--- src/rtl/servant_gpio_in.sv ---
// Wishbone GPIO input port: synchronized pin levels, sticky edge-pending bits
// with write-1-to-clear, and a level interrupt for enabled pending bits.
module servant_gpio_in #(
    parameter int unsigned NUM_GPIO = 8
) (
    input  logic                i_clk,
    input  logic                i_rst_n,
    input  logic [2:0]          i_wb_adr,
    input  logic [31:0]         i_wb_dat,
    input  logic                i_wb_we,
    input  logic                i_wb_cyc,
    output logic [31:0]         o_wb_rdt,
    output logic                o_wb_ack,
    input  logic [NUM_GPIO-1:0] i_gpio,
    output logic                o_irq
);

    logic [NUM_GPIO-1:0] sync1;
    logic [NUM_GPIO-1:0] sync2;
    logic [NUM_GPIO-1:0] prev;
    logic [NUM_GPIO-1:0] pending;
    logic [NUM_GPIO-1:0] rise_en;
    logic [NUM_GPIO-1:0] fall_en;
    logic [NUM_GPIO-1:0] irq_en;
    logic [1:0]          arm_cnt;

    logic                access;
    logic                wr;
    logic [NUM_GPIO-1:0] events;
    logic [NUM_GPIO-1:0] clr;
    logic [31:0]         rd_word;
    logic                unused_dat;

    // Data bits above NUM_GPIO have no destination.
    assign unused_dat = ^i_wb_dat;

    assign access = i_wb_cyc & ~o_wb_ack;
    assign wr     = access & i_wb_we;

    // Edges are ignored until the synchronizer chain has flushed after reset.
    always_comb begin
        events = '0;
        if (arm_cnt == 2'd3) begin
            events = (sync2 & ~prev & rise_en) | (~sync2 & prev & fall_en);
        end
    end

    always_comb begin
        clr = '0;
        if (wr && (i_wb_adr == 3'd1)) begin
            clr = i_wb_dat[NUM_GPIO-1:0];
        end
    end

    always_comb begin
        rd_word = '0;
        case (i_wb_adr)
            3'd0:    rd_word[NUM_GPIO-1:0] = sync2;
            3'd1:    rd_word[NUM_GPIO-1:0] = pending;
            3'd2:    rd_word[NUM_GPIO-1:0] = rise_en;
            3'd3:    rd_word[NUM_GPIO-1:0] = fall_en;
            3'd4:    rd_word[NUM_GPIO-1:0] = irq_en;
            default: rd_word = '0;
        endcase
    end

    always_ff @(posedge i_clk) begin
        if (!i_rst_n) begin
            sync1    <= '0;
            sync2    <= '0;
            prev     <= '0;
            pending  <= '0;
            rise_en  <= '0;
            fall_en  <= '0;
            irq_en   <= '0;
            arm_cnt  <= '0;
            o_wb_ack <= 1'b0;
            o_wb_rdt <= '0;
        end else begin
            sync1 <= i_gpio;
            sync2 <= sync1;
            prev  <= sync2;
            if (arm_cnt != 2'd3) begin
                arm_cnt <= arm_cnt + 2'd1;
            end
            // A new event wins over a simultaneous clear.
            pending <= (pending & ~clr) | events;
            if (wr) begin
                case (i_wb_adr)
                    3'd2:    rise_en <= i_wb_dat[NUM_GPIO-1:0];
                    3'd3:    fall_en <= i_wb_dat[NUM_GPIO-1:0];
                    3'd4:    irq_en  <= i_wb_dat[NUM_GPIO-1:0];
                    default: ;
                endcase
            end
            o_wb_ack <= access;
            o_wb_rdt <= access ? rd_word : '0;
        end
    end

    assign o_irq = |(pending & irq_en);

endmodule
--- config.mk ---
export PLATFORM = sky130hd
export DESIGN_NAME = servant_gpio_in
export DESIGN_NICKNAME = d
export VERILOG_FILES = /design/src/rtl/servant_gpio_in.sv
export SDC_FILE = /design/constraint.sdc
export NUM_CORES = 1
export LEC_CHECK = 0
export ABC_CLOCK_PERIOD_IN_PS = 4120
export CORE_UTILIZATION = 51
export CTS_CLUSTER_SIZE = 16
export DETAILED_ROUTE_END_ITERATION = 10
export GPL_ROUTABILITY_DRIVEN = 0
export GPL_TIMING_DRIVEN = 0
export PLACE_DENSITY = 0.85
export SYNTH_ARGS = -nofsm -noshare
export SYNTH_HDL_FRONTEND = slang
export SYNTH_SLANG_ARGS = --single-unit
--- constraint.sdc ---
create_clock -name i_clk -period 4.12 [get_ports i_clk]
set_input_delay 0.824 -clock i_clk [delete_from_list [all_inputs] [get_ports i_clk]]
set_output_delay 0.824 -clock i_clk [all_outputs]
set_load 0.1 [all_outputs]
==> flow_metrics.env <==
export IMPL_hold_viol_final=0
export IMPL_drc=0
export IMPL_place_area_um2=3319
export IMPL_async_flop_share_pct=0
export IMPL_dr_total_vias=2265
export IMPL_synth_area_um2=2845
export IMPL_min_path_cells=1
export IMPL_setup_slack_ps=1196
export IMPL_dp_slack_ps=1355
export IMPL_crit_path_end_kind="output pin"
export IMPL_synth_seq_cells=67
export IMPL_worstHoldStart="sync1[4]"
export IMPL_cp_required_ps=3300
export IMPL_worstPathArrival_ps=2100
export IMPL_p_per_area_nw_per_um2=412.0
export IMPL_fin_cells=426
export IMPL_slew_headroom_pct=27.76
export IMPL_fp_dieArea_um2=5881
export IMPL_grt_overflow=0
export IMPL_path_clk_slew_ps=70
export IMPL_period_share_pct=70.96
export IMPL_worstHoldEndpoint="sync2[4]"
export IMPL_ant_nets=0
export IMPL_wl_per_cell_um=14.93
export IMPL_core_area_um2=5238
export IMPL_synth_distinct_cells=29
export IMPL_seq_area_frac_synth_pct=47.14
export IMPL_numCtsBuffers=9
export IMPL_power_mw=1.452
export IMPL_synth_ff_type="dfxtp_1"
export IMPL_hold_path_class="reg -> reg"
export IMPL_wl_um=6359
export IMPL_reg2regPathDepth=5
export IMPL_fmax_mhz=342.0
export IMPL_hpwl_um=4259
export IMPL_fin_util_pct=67.32
export IMPL_routed_via_density=5.317
export IMPL_die_x_um=76.69
export IMPL_first_global_vias=2088
export IMPL_slew_violations=0
export IMPL_r2r_end="fall_en[1]"
export IMPL_dp_cells=410
export IMPL_ios=81
export IMPL_die_y_um=76.69
export IMPL_tns_ps=0
export IMPL_port_buffer_count=30
export IMPL_post_cts_repair_setup_buffers=0
export IMPL_drt_initial_drc_count=232
export IMPL_area_growth_pct=23.92
export IMPL_cts_htree_levels=3
export IMPL_cts_tree="yes"
export IMPL_layout_drive_gt1_share_pct=16.29
export IMPL_maxCapViolations=0
export IMPL_fin_crit_ps=2924
export IMPL_leakagePower_nw=1.456
export IMPL_initial_utilization_pct=54.32
export IMPL_synth_edff_count=0
export IMPL_ir_drop_mv=0.2865
export IMPL_final_common_cell="dfxtp_1"
export IMPL_first_pass_iters=5
export IMPL_tightest_slew_ps=1075
export IMPL_grt_max_degree=11
export IMPL_rows=26
export IMPL_grt_usage_pct=23.31
export IMPL_ctsResizeCount=0
export IMPL_diodes=0
export IMPL_cts_hold_buffers=0
export IMPL_r2r_start="o_wb_ack"
export IMPL_antenna_found_initial=0
export IMPL_mostFrequentLayoutCells="dfxtp_1 (67), nand2_1 (41), clkdlybuf4s50_1 (30)"
export IMPL_worst_skew_pair_late_latency_ps=350
export IMPL_cts_root_buffer="clkbuf_8"
export IMPL_rsz0062_at_grt="no"
export IMPL_yosys_warnings=0
export IMPL_status="finished clean"
export IMPL_synth_cells=287
export IMPL_startpoint_type="register"
export IMPL_avgSynthCellArea_um2=9.914
export IMPL_final_setup_skew_ps=7.582
export IMPL_r2r_slack_ps=2750
export IMPL_grt_pass1_wl_um=10250
export IMPL_final_area_um2=3526
export IMPL_worstPathMaxFanout=3
export IMPL_max_clock_path_buffers=2
export IMPL_critical_path_class="reg -> out"
export IMPL_setup_viol=0
export IMPL_hold_ws_ps=431.3
export IMPL_finish_net_count=399
export IMPL_clock_sinks=67
[area by class of cell]
type / instances / area (µm²)
buffer: 41 / 280.3
sequential: 67 / 1341
multi-input combinational: 202 / 1310
clock inverter: 1 / 30.03
timing repair buffer: 30 / 300.3
clock buffer: 15 / 176.4
tap: 70 / 87.58
fill: 424 / 1712
[synthesized netlist by cell type, drive strengths merged (6+ instances only)]
library cell / number / area, µm²
dfxtp: 67 / 1341
nand2: 41 / 153.9
buf: 35 / 257.7
and2: 26 / 162.7
mux2i: 25 / 250.2
a22oi: 18 / 135.1
nand3b: 12 / 90.09
o21ai: 9 / 45.04
a21oi: 8 / 40.04
a32o: 8 / 80.08
mux2: 8 / 90.09
nand3: 8 / 40.04
clkbuf: 6 / 22.52
[registers in the layout, summed over array words and instances, names as in the netlist]
register  cells
sync2         8
rise_en       8
fall_en       8
o_wb_ack      1
sync1         8
prev          8
o_wb_rdt      8
irq_en        8
pending       8
arm_cnt       2
[per-layer routing]
| metal | global-route usage [%] | vias up | wire [µm] |
|---|---|---|---|
| met1 | 29.29 | 1045 | 2723 |
| met2 | 35.80 | 118 | 2909 |
| met5 | 0 | - | 0 |
| met4 | 15.19 | 0 | 182 |
| li1 | - | 1084 | - |
| met3 | 5.238 | 18 | 544 |
[worst max-delay path by stage]
stage | cells after the start | endpoint | startpoint
after CTS | 3 | o_irq | irq_en[3]
after floorplan | 2 | o_irq | pending[3]
after global routing | 3 | o_irq | pending[3]
after detailed placement | 5 | o_wb_rdt[5] | i_wb_adr[2]
after global placement | 5 | o_wb_rdt[5] | i_wb_adr[2]
final | 3 | o_irq | pending[4]
[critical path, stage by stage, from the launching register on]
cell	delay, ps
dfxtp_1	360
a22oi_1	120
nand4_1	120
clkdlybuf4s50_1	1150
[cells by family (layout without fill, tap and decap cells)]
family	Yosys count	in the layout	share of synthesized area [%]
AND/OR/NAND/NOR	98	98	19.04
flip-flops	67	67	47.14
AO/OA/AOI/OAI	45	45	11.13
buffers and inverters	41	87	9.850
multiplexers	33	33	11.96
adder cells (fa/ha/maj)	1	1	0.4397
other	1	24	0.1318
XOR/XNOR	1	1	0.3079
[power breakdown]
part           internal, mW  switching (mW)
Combinational        0.0614           0.152
Clock                 0.330           0.234
Sequential            0.665         0.00958
Total                  1.06           0.396
No activity file was read; power rests on OpenSTA's default activity.
